`src/rtl/memory_arbiter_pkg.sv`:
```
// Shared types and constants for the instruction/data memory arbiter.
// Optional anti-starvation logic is enabled with MEMORY_ARBITER_ANTISTARVE_EN.
package memory_arbiter_pkg;

    typedef enum logic {
        ARB_IDLE,
        ARB_WAIT
    } arb_state_t;

    typedef enum logic {
        OWNER_FETCH,
        OWNER_DATA
    } arb_owner_t;

    // funct3 encoding of a full-word load; fetches always use it
    localparam logic [2:0] LOAD_WORD = 3'b010;

endpackage

```
`src/rtl/memory_arbiter_select.sv`:
```
// Combinational winner pick between fetch and data requesters.
// With MEMORY_ARBITER_ANTISTARVE_EN defined, a starve counter forces fetch after STARVE_LIMIT data wins.
module memory_arbiter_select
    import memory_arbiter_pkg::*;
#(
    parameter int STARVE_LIMIT = 4
) (
    input  logic i_Clock,
    input  logic i_Reset,
    input  logic i_Enable,
    input  logic i_FetchReq,
    input  logic i_DataReq,
    output logic o_FetchWin,
    output logic o_DataWin
);

`ifdef MEMORY_ARBITER_ANTISTARVE_EN
    localparam int STARVE_W = (STARVE_LIMIT < 2) ? 1 : $clog2(STARVE_LIMIT + 1);

    logic [STARVE_W-1:0] r_Starve;
    logic                w_Force;

    assign w_Force = (r_Starve >= STARVE_W'(STARVE_LIMIT));

    always_comb begin
        o_DataWin  = i_Enable & i_DataReq & ~(i_FetchReq & w_Force);
        o_FetchWin = i_Enable & i_FetchReq & ~o_DataWin;
    end

    // Saturates at the limit: once forced, data cannot win a contended pick
    always_ff @(posedge i_Clock or posedge i_Reset) begin
        if (i_Reset) begin
            r_Starve <= '0;
        end else if (o_FetchWin) begin
            r_Starve <= '0;
        end else if (o_DataWin && i_FetchReq && !w_Force) begin
            r_Starve <= r_Starve + STARVE_W'(1);
        end
    end
`else
    logic w_unused;

    assign w_unused   = &{1'b0, i_Clock, i_Reset, (STARVE_LIMIT > 0)};
    assign o_DataWin  = i_Enable & i_DataReq;
    assign o_FetchWin = i_Enable & i_FetchReq & ~i_DataReq;
`endif

endmodule

```
`src/rtl/memory_arbiter.sv`:
```
// Shares one single-port synchronous memory between instruction fetch and load/store.
// Optional fetch anti-starvation: define MEMORY_ARBITER_ANTISTARVE_EN.
module memory_arbiter
    import memory_arbiter_pkg::*;
#(
    parameter int MEM_LATENCY  = 1,
    parameter int STARVE_LIMIT = 4
) (
    input  logic        i_Clock,
    input  logic        i_Reset,
    input  logic        i_FetchReq,
    input  logic [31:0] i_FetchAddress,
    output logic        o_FetchGrant,
    output logic        o_FetchValid,
    output logic [31:0] o_FetchData,
    input  logic        i_DataReq,
    input  logic        i_DataWrite,
    input  logic [31:0] i_DataAddress,
    input  logic [31:0] i_DataIn,
    input  logic [2:0]  i_DataMode,
    output logic        o_DataGrant,
    output logic        o_DataValid,
    output logic [31:0] o_DataOut,
    output logic        o_DataFault,
    output logic        o_MemReadEnable,
    output logic        o_MemWriteEnable,
    output logic [31:0] o_MemAddress,
    output logic [31:0] o_MemDataIn,
    output logic [2:0]  o_MemMode,
    input  logic [31:0] i_MemDataOut,
    input  logic        i_MemMisalignedAccess,
    output logic        o_Busy
);

    localparam int CNT_W = (MEM_LATENCY < 2) ? 1 : $clog2(MEM_LATENCY + 1);

    generate
        if (MEM_LATENCY < 1) begin : g_latency_check
            $error("memory_arbiter: MEM_LATENCY must be >= 1");
        end
    endgenerate

    arb_state_t       r_State;
    arb_state_t       w_NextState;
    arb_owner_t       r_Owner;
    logic [CNT_W-1:0] r_Count;
    logic             r_Write;
    logic             r_FaultPend;
    logic             r_FetchValid;
    logic             r_DataValid;
    logic             r_DataFault;
    logic [31:0]      r_FetchData;
    logic [31:0]      r_DataOut;
    logic             w_Idle;
    logic             w_FetchWin;
    logic             w_DataWin;
    logic             w_Accept;
    logic             w_Capture;

    // Reset also masks the combinational grant/strobe paths
    assign w_Idle    = (r_State == ARB_IDLE) && !i_Reset;
    assign w_Accept  = w_FetchWin | w_DataWin;
    assign w_Capture = (r_State == ARB_WAIT) && (r_Count == CNT_W'(1));

    memory_arbiter_select #(
        .STARVE_LIMIT (STARVE_LIMIT)
    ) u_select (
        .i_Clock    (i_Clock),
        .i_Reset    (i_Reset),
        .i_Enable   (w_Idle),
        .i_FetchReq (i_FetchReq),
        .i_DataReq  (i_DataReq),
        .o_FetchWin (w_FetchWin),
        .o_DataWin  (w_DataWin)
    );

    always_ff @(posedge i_Clock or posedge i_Reset) begin
        if (i_Reset) begin
            r_State <= ARB_IDLE;
        end else begin
            r_State <= w_NextState;
        end
    end

    always_comb begin
        w_NextState = r_State;
        case (r_State)
            ARB_IDLE: if (w_Accept)  w_NextState = ARB_WAIT;
            ARB_WAIT: if (w_Capture) w_NextState = ARB_IDLE;
            default:                 w_NextState = ARB_IDLE;
        endcase
    end

    always_comb begin
        o_MemReadEnable  = 1'b0;
        o_MemWriteEnable = 1'b0;
        o_MemAddress     = 32'd0;
        o_MemDataIn      = 32'd0;
        o_MemMode        = 3'd0;
        if (w_FetchWin) begin
            o_MemReadEnable = 1'b1;
            o_MemAddress    = i_FetchAddress;
            o_MemMode       = LOAD_WORD;
        end else if (w_DataWin) begin
            o_MemReadEnable  = !i_DataWrite;
            o_MemWriteEnable = i_DataWrite;
            o_MemAddress     = i_DataAddress;
            o_MemDataIn      = i_DataIn;
            o_MemMode        = i_DataMode;
        end
    end

    assign o_FetchGrant = w_FetchWin;
    assign o_DataGrant  = w_DataWin;
    assign o_Busy       = (r_State == ARB_WAIT);
    assign o_FetchValid = r_FetchValid;
    assign o_FetchData  = r_FetchData;
    assign o_DataValid  = r_DataValid;
    assign o_DataOut    = r_DataOut;
    assign o_DataFault  = r_DataFault;

    // Access bookkeeping and response registers; responses hold until the next one
    always_ff @(posedge i_Clock or posedge i_Reset) begin
        if (i_Reset) begin
            r_Owner      <= OWNER_FETCH;
            r_Count      <= '0;
            r_Write      <= 1'b0;
            r_FaultPend  <= 1'b0;
            r_FetchValid <= 1'b0;
            r_DataValid  <= 1'b0;
            r_DataFault  <= 1'b0;
            r_FetchData  <= 32'd0;
            r_DataOut    <= 32'd0;
        end else begin
            r_FetchValid <= 1'b0;
            r_DataValid  <= 1'b0;
            if (w_Accept) begin
                r_Owner     <= w_DataWin ? OWNER_DATA : OWNER_FETCH;
                r_Write     <= w_DataWin & i_DataWrite;
                r_FaultPend <= w_DataWin & i_MemMisalignedAccess;
                r_Count     <= CNT_W'(MEM_LATENCY);
            end else if (r_State == ARB_WAIT) begin
                r_Count <= r_Count - CNT_W'(1);
            end
            if (w_Capture) begin
                if (r_Owner == OWNER_FETCH) begin
                    r_FetchValid <= 1'b1;
                    r_FetchData  <= i_MemDataOut;
                end else begin
                    r_DataValid <= 1'b1;
                    r_DataFault <= r_FaultPend;
                    if (!r_Write) begin
                        r_DataOut <= i_MemDataOut;
                    end
                end
            end
        end
    end

endmodule
```
`config.mk`:
```
export PLATFORM = sky130hd
export DESIGN_NAME = memory_arbiter
export DESIGN_NICKNAME = d
export VERILOG_FILES = /design/src/rtl/memory_arbiter_pkg.sv /design/src/rtl/memory_arbiter_select.sv /design/src/rtl/memory_arbiter.sv
export SDC_FILE = /design/constraint.sdc
export NUM_CORES = 1
export LEC_CHECK = 0
export CORE_AREA = 4 4 105 107
export DETAILED_ROUTE_END_ITERATION = 12
export DIE_AREA = 0 0 109 111
export PLACE_DENSITY = 0.81
export SYNTH_ARGS = -nofsm -noshare
export SYNTH_HDL_FRONTEND = slang
export SYNTH_HIERARCHICAL = 1
export SYNTH_SLANG_ARGS = --single-unit
export TNS_END_PERCENT = 50
```
`constraint.sdc`:
```
create_clock -name i_Clock -period 5.1 [get_ports i_Clock]
set_input_delay 1.275 -clock i_Clock [delete_from_list [all_inputs] [get_ports i_Clock]]
set_output_delay 1.275 -clock i_Clock [all_outputs]
set_load 0.02 [all_outputs]
```
==> impl_results.md, run 1 <==
* Outcome: completed
* Setup TNS at 0 ps
* Top cell type's share of synthesized area at 55.0%
* Hold WS at 505 ps
* Vias in the first global route at 3,376
* WS Path Type: in2out
* Worst r2r src: o_Busy
* Sequential area share after synthesis at 55.0%
* EDFF count, synth at 0
* Crit. End Element: output pin
* Final period utilization at 91.4%
* Largest cells by area after synthesis: dfrtp_1, mux2_2, a22o_1, and2_1, buf_4
* DR vias/cell at 4.67
* WP buf/inv at 3
* Initial antenna violation count at 0
* HP Class: reg2reg
* Prevailing post-synth register cell: dfrtp_1
* Cell Pwr Density at 518 nW/um^2
* Worst Path Arrival at 3380 ps
* CTS tree: yes
* Final setup skew at 4.69 ps
* Chip width at 109 um
* Gate Count Post-Synth at 245
* Antenna Cells at 0
* Final min period at 4660 ps
* RSZ-0062 raised after global routing: no
* Ys async rst share at 100%
* Worst Hold Launch: r_Write
* Clock Pin Slew Worst Setup and Hold Paths at 70 ps
* Worst-path cell chain: clkdlybuf4s50_1, nor2_1, and2_2, and2b_2, buf_12, a22o_1, clkdlybuf4s50_1
* Pleak at 2.60 nW
* Mean Syn Cell Area at 13.4 sq um
* Final setup violating endpoints at 0
* Worst Path Required at 3830 ps
* Num CTS Buffers at 9
* Area Growth Syn to Fin at 94.2%
* Tightest Pin Transition at 972 ps
* Seq cells post-synth at 72
* Crit-path max FO at 64
* Mapped Nets at 382
* # rows at 37
* Most common cell in the netlist: dfrtp_1
* Max Slew Vio Count at 0
* Vias at 3,070
* Synth area leader: dfrtp_1
* H-Tree Depth at 3
* Worst setup SP type: input pin
* Fin area at 6350 sq um
* First-pass GRT wire length at 18.3 mm
* Critical path's largest stage delay at 660 ps
* CTS Hold Bufs at 0
* Largest delay share family, worst path: buffers and inverters
* Total GRT Usage at 20.2%
* IO Pins at 276
* Layout cells sized above 1 at 17.5%
* Pin count of the biggest net entering global routing at 65
* Die area at 12,100 sq um
* Remaining Overflow, GRT at 0
* Yosys cell types at 22
* Port buffer count at 275
* CTS resizes at 0
* DR iter-0 viols at 88
* Setup WS post-layout at 440 ps
* Mapped Area at 3270 sq um
* Max-cap violations at 0
* Most used cell, CP: clkdlybuf4s50_1
* Power consumption at 3.29 mW
* GPL Wtd Cong at 0.845
* DP Area at 6160 sq um
* Routed len/inst at 18.8 um
* Final nets at 653
* Post-CTS Setup Bufs at 0
* Relative slew slack at 34.8%
* Slowest cell on the critical path: clkdlybuf4s50_1
* Fin. Hold Viols at 0
* Pre-antenna DRT Iters at 4
* Post-Place Setup Slack at 447 ps
* CTS root buf: clkbuf_8
* CP startpoint: i_Reset
* Worst vdd ir at 0.000240 V
* Ys Warns at 6
* Residual DRC at 0
* Final WL at 12.4 mm
* Antenna viol nets, final at 0
* CORE AREA at 10,100 sq um
* Clock latency on the worst-skew pair at 340 ps
* Initial Util at 32.3%
* Die Height at 111 um
* Max Freq at 215 MHz
* HPWL Detailed at 10.3 mm
* Clk sinks at 72
* CTS Buffer Depth at 2
* Most instantiated cells after synthesis: dfrtp_1, mux2_2, and2_1, a22o_1, buf_2
[worst paths after layout]
kind / end / slack (ps) / cells past startpoint
max in group asynchronous: o_DataOut[13] / 2660 / 3
min reg2reg: r_Write / 500 / 1
max: o_MemAddress[23] / 440 / 7
min in group asynchronous: o_FetchData[23] / 1540 / 2
max reg2reg: o_FetchData[15] / 3130 / 2
min: r_Write / 500 / 1
[per-stage QoR]
stage | cells | util (%)
finish | 657 | 62.7
global route | 657 | 62.7
CTS | 657 | 62.7
detailed placement | 641 | 60.7
global placement | 641 | 60.7
floorplan | 245 | -
[report_power, final]
part / switching [mW] / leakage [nW] / total, mW / internal, mW
sequential: 0.156 / 0.845 / 1.02 / 0.863
clock: 0.198 / 0.103 / 0.449 / 0.252
combinational: 0.832 / 1.66 / 1.83 / 0.994
total: 1.19 / 2.60 / 3.29 / 2.11
[flip-flops by register name, indices dropped and copies added, names as in the netlist]
signal / flops
o_Busy: 1
r_Owner: 1
r_FaultPend: 1
o_DataValid: 1
o_DataFault: 1
o_FetchValid: 1
o_DataOut: 32
r_Write: 1
o_FetchData: 32
r_Count: 1
[kinds of logic after synthesis]
group / share of synthesized area (%)
buf+inv: 3.55
compound gates: 9.63
mux: 22.4
flops: 55.0
simple gates: 9.14
xor+xnor: 0.268
[metal layers]
metal / global-route usage [%] / part of all wire (%) / vias up
met1: 18.5 / 32 / 1462
li1: - / - / 1415
met4: 10.0 / 3.5 / 0
met5: 0 / 0 / -
met2: 37.4 / 53 / 166
met3: 8.27 / 11 / 27
[cells in the final DEF, fill, tap and decap left out, types with 2 or more instances in the layout]
master,instances
clkdlybuf4s50_1,272
dfrtp_1,72
mux2_2,65
and2_1,35
a22o_1,34
clkbuf_8,11
buf_4,4
inv_1,3
nand2_1,3
buf_12,3
nor2_1,2
clkinv_2,2
clkbuf_1,2
[area by class of cell]
cell class / count / area [sq um]
Sequential cell: 72 / 1800
Multi-Input combinational cell: 150 / 1360
Inverter: 4 / 15.0
Timing Repair Buffer: 279 / 2810
Tap cell: 136 / 170
Fill cell: 816 / 3780
Clock inverter: 3 / 40.0
Clock buffer: 13 / 159
Power figures use the tool's default switching activity.
==> run 2: changes to the inputs <==
Settings changed: CORE_AREA 4 4 105 107 to 4 4 104 106, CTS_BUF_LIST from default to sky130_fd_sc_hd__clkbuf_2, DIE_AREA 0 0 109 111 to 0 0 108 110, PLACE_DENSITY 0.81 to 0.83.
==> impl_results.md, run 2 (synthesis results as in run 1) <==
* Outcome: completed
* Cells after DPL at 639
* Worst r2r src: o_Busy
* IO Pins at 276
* CTS Hold Bufs at 0
* Worst R2R Setup Slack at 3080 ps
* Worst Path Required at 3830 ps
* GPL Wtd Cong at 0.886
* Chip width at 108 um
* Crit. End Element: output pin
* Layout cells sized above 1 at 17.4%
* CTS resizes at 0
* Commonest non-fill, non-tap cell in the layout: clkdlybuf4s50_1
* CTS root buf: clkbuf_2
* CTS Buffer Depth at 2
* Finished Layout Cells at 655
* Max-cap violations at 0
* Relative slew slack at 31.9%
* Die area at 11,900 sq um
* WHS Path Cells at 1
* Slowest cell on the critical path: clkdlybuf4s50_1
* Post-CTS Setup Bufs at 0
* Remaining Overflow, GRT at 0
* Final min period at 4790 ps
* Tightest Pin Transition at 1020 ps
* Worst-path cell chain: clkdlybuf4s50_1, nor2_1, and2_2, and2b_2, buf_12, and2_1, clkdlybuf4s50_1
* Final nets at 654
* Worst vdd ir at 0.000231 V
* Pin count of the biggest net entering global routing at 48
* Initial Util at 33.5%
* Clock Pin Slew Worst Setup and Hold Paths at 200 ps
* Clk sinks at 72
* Max Freq at 209 MHz
* CTS tree: yes
* DR iter-0 viols at 75
* Pleak at 2.60 nW
* RSZ-0062 raised after global routing: no
* # rows at 36
* Worst setup SP type: input pin
* Final setup violating endpoints at 0
* Final WL at 13.2 mm
* Die Height at 110 um
* Crit-path max FO at 27
* Hold Path End: r_FaultPend
* Hold WS at 518 ps
* HP Class: reg2reg
* Initial antenna violation count at 0
* Routed len/inst at 20.2 um
* Most used cell, CP: clkdlybuf4s50_1
* Critical path's largest stage delay at 630 ps
* Worst Hold Launch: r_FaultPend
* First-pass GRT wire length at 19.2 mm
* Clock latency on the worst-skew pair at 500 ps
* Antenna Cells at 0
* Fin. Hold Viols at 0
* Commonest cells after routing, fill and taps aside: clkdlybuf4s50_1, dfrtp_1, mux2_2
* Pre-antenna DRT Iters at 4
* CP startpoint: i_Reset
* Worst Path Arrival at 3510 ps
* CORE AREA at 9770 sq um
* Final period utilization at 93.9%
* Power consumption at 3.29 mW
* Antenna viol nets, final at 0
* R2R Path End: o_FetchData[7]
* Port buffer count at 275
* H-Tree Depth at 3
* Num CTS Buffers at 9
* DR vias/cell at 4.73
* Final setup skew at 32.6 ps
* Cell Pwr Density at 520 nW/um^2
* Vias in the first global route at 3,436
* R2R cell count at 2
* WS Path Type: in2out
* Vias at 3,095
* Area Growth Syn to Fin at 93.2%
* Setup TNS at 0 ps
* Max Slew Vio Count at 0
* Total GRT Usage at 21.7%
* Residual DRC at 0
* HPWL Detailed at 10.9 mm
[run 2: changes by cell type in the layout (fill, tap and decap cells not counted), sizes merged]
cell           previous run  this run
clkdlybuf4s50           272       275
inv                       4         7
clkbuf                   13         9
bufinv                    1         3
clkinv                    2         1
buf                       7         5
[run 2: layout make-up]
| class | count | area (sq um) |
|---|---|---|
| Inverter | 4 | 15.0 |
| Multi-Input combinational cell | 150 | 1360 |
| Clock buffer | 9 | 45.0 |
| Timing Repair Buffer | 280 | 2820 |
| Sequential cell | 72 | 1800 |
| Tap cell | 133 | 166 |
| Clock inverter | 7 | 125 |
| Fill cell | 793 | 3450 |
[run 2: worst max path at each step]
| stage | end | slack [ps] | cells after the start |
|---|---|---|---|
| 6_report | o_MemDataIn[22] | 310 | 7 |
| 4_1_cts | o_MemDataIn[22] | 300 | 7 |
| 3_3_place_gp | o_MemAddress[21] | 370 | 7 |
| 2_1_floorplan | o_MemAddress[10] | 1230 | 7 |
| 5_1_grt | o_MemDataIn[22] | 150 | 7 |
| 3_5_place_dp | o_MemDataIn[22] | 300 | 7 |
[run 2: through the flow]
| stage | instance area (sq um) | util, % | setup slack, ps |
|---|---|---|---|
| after floorplan | 3270 | - | 1230 |
| after global placement | 6150 | 63.0 | 373 |
| after detailed placement | 6150 | 63.0 | 296 |
| after CTS | 6320 | 64.7 | 296 |
| after global routing | 6320 | 64.7 | 151 |
| final | 6320 | 64.7 | 310 |
[run 2: power by group]
part	leakage [nW]	total [mW]	internal (mW)	switching [mW]
Combinational	1.65	1.84	0.996	0.842
Sequential	0.845	1.02	0.858	0.158
Clock	0.0975	0.438	0.218	0.220
Total	2.60	3.29	2.07	1.22
[run 2: critical path: cells and delay by family]
family        cells  cell delay [ps]
buf+inv           3             1310
simple gates      4              910
[run 2: per-layer routing]
layer | vias up | part of all wire (%) | track usage, % | routed length, um
met4 | 0 | 3.6 | 9.20 | 482
met5 | - | 0 | 0 | 0
met2 | 153 | 54 | 40.8 | 7120
li1 | 1415 | - | - | -
met3 | 22 | 7.4 | 6.23 | 984
met1 | 1505 | 35 | 22.6 | 4640
==> run 3: changes to the inputs <==
Settings changed: ABC_AREA from default to 1, CAP_MARGIN from default to 10, CORE_AREA 4 4 104 106 to 4 4 106 108, DIE_AREA 0 0 108 110 to 0 0 110 112, PLACE_DENSITY 0.83 to 0.84.
==> impl_results.md, run 3 <==
* Outcome: completed
* RSZ-0062 raised after global routing: no
* Seq cells post-synth at 72
* Commonest cells after routing, fill and taps aside: clkdlybuf4s50_1, nand2_1, dfrtp_1
* Routed len/inst at 16.7 um
* Final setup skew at 21.0 ps
* Final min period at 4630 ps
* EDFF count, synth at 0
* Hold WS at 501 ps
* Max-cap violations at 0
* Fin area at 6520 sq um
* CTS Hold Bufs at 0
* Worst vdd ir at 0.000258 V
* Antenna Cells at 0
* Worst setup SP type: input pin
* Residual DRC at 0
* Initial antenna violation count at 1
* Tightest Pin Transition at 817 ps
* Crit. End Element: output pin
* Final nets at 892
* Ys Warns at 6
* Max Freq at 216 MHz
* Final setup violating endpoints at 0
* Pin count of the biggest net entering global routing at 50
* WS Path Type: in2out
* Worst Path Arrival at 3350 ps
* Remaining Overflow, GRT at 0
* Port buffer count at 275
* Max Slew Vio Count at 0
* HPWL Detailed at 11.7 mm
* Antenna viol nets, final at 0
* Prevailing post-synth register cell: dfrtp_1
* Initial Util at 35.6%
* DP Area at 6400 sq um
* Most instantiated cells after synthesis: nand2_1, dfrtp_1, nand3_1, nor2_1, buf_2
* Num CTS Buffers at 9
* Cell Pwr Density at 495 nW/um^2
* GPL Wtd Cong at 0.894
* Relative slew slack at 45.4%
* Mean Syn Cell Area at 7.32 sq um
* Mapped Area at 3640 sq um
* Pre-antenna DRT Iters at 5
* HP Class: reg2reg
* CTS tree: yes
* Setup TNS at 0 ps
* # rows at 37
* Worst R2R Setup Slack at 3390 ps
* Layout filler cell count at 868
* Clock latency on the worst-skew pair at 510 ps
* Fin. Hold Viols at 0
* Final WL at 15.0 mm
* Die Height at 112 um
* CTS root buf: clkbuf_2
* CTS Buffer Depth at 2
* Finished Layout Cells at 895
* Synth area leader: dfrtp_1
* DR vias/cell at 4.85
* Yosys cell types at 19
* Chip width at 110 um
* Post-CTS Setup Bufs at 0
* H-Tree Depth at 3
* Ys async rst share at 100%
* Largest cells by area after synthesis: dfrtp_1, nand2_1, nand3_1, nor2_1, buf_6
* Top cell type's share of synthesized area at 49.5%
* Mapped Nets at 634
* Die area at 12,300 sq um
* Commonest non-fill, non-tap cell in the layout: clkdlybuf4s50_1
* Sequential area share after synthesis at 49.5%
* Total GRT Usage at 23.7%
* CTS resizes at 0
* Clk sinks at 72
* Vias in the first global route at 4,307
* Area Growth Syn to Fin at 79.1%
* Most common cell in the netlist: nand2_1
* CORE AREA at 10,200 sq um
* Layout cells sized above 1 at 4.22%
* Clock Pin Slew Worst Setup and Hold Paths at 180 ps
* Pleak at 3.08 nW
* IO Pins at 276
* Gate Count Post-Synth at 497
* Cells after DPL at 880
* DR iter-0 viols at 356
* Vias at 4,344
* Final period utilization at 90.7%
* Worst Path Required at 3830 ps
* First-pass GRT wire length at 22.6 mm
* Crit-path max FO at 22
## run 3: changes by cell type in the layout (fill, tap and decap cells not counted), sizes merged, moves of 3 or more
cell      change
nand2       +268
nor2         +40
clkinvlp      +3
o21ai         +4
and2         -36
mux2         -65
nand3        +64
a22o         -34
## run 3: layer usage
metal / part of all wire (%) / track usage (%)
met4: 3.2 / 9.06
met5: 0.13 / 0
met2: 53 / 42.5
met3: 9.2 / 6.84
met1: 35 / 25.7
## run 3: kinds of logic after synthesis
logic type | share of synthesized area (%)
and+or+nand+nor | 42.6
DFF | 49.5
buffers and inverters | 7.19
AOI/OAI and AO/OA | 0.688
## run 3: stage by stage
stage	worst slack, ps	utilization, %	power (mW)
4_1_cts	461	63.7	3.25
3_5_place_dp	471	62.6	2.92
6_report	473	63.7	3.22
2_1_floorplan	1290	-	2.02
5_1_grt	367	63.7	3.43
3_3_place_gp	490	62.6	2.86
## run 3: final cells by class
cell class	count	area, sq um	area share, %
Timing Repair Buffer	281	2820	43.3
Inverter	7	28.8	0.442
Tap cell	136	170	2.61
Clock buffer	9	45.0	0.691
Sequential cell	72	1800	27.7
Clock inverter	6	70.1	1.08
Multi-Input combinational cell	384	1580	24.2
## run 3: where the power goes
part           internal (mW)  switching (mW)
Combinational          0.814            1.07
Sequential             0.848           0.166
Clock                  0.112           0.213
## run 3: worst max-delay path, cell delays in order
cell,delay (ps)
clkdlybuf4s50_1,440
nor2_1,130
nand2_1,80
inv_2,290
buf_4,280
nand2_1,70
nor2_1,120
clkdlybuf4s50_1,650
## run 3: path summary, 6_finish.rpt
kind / end / cells after the start / from
worst max-delay path: o_MemDataIn[27] / 8 / i_Reset
worst min-delay path: o_FetchData[21] / 2 / o_FetchData[21]
worst max register to register: o_DataOut[31] / 5 / r_Owner
worst min register to register: o_FetchData[21] / 2 / o_FetchData[21]
max in group asynchronous: o_FetchData[1] / 3 / i_Reset
min in group asynchronous: r_FaultPend / 2 / i_Reset
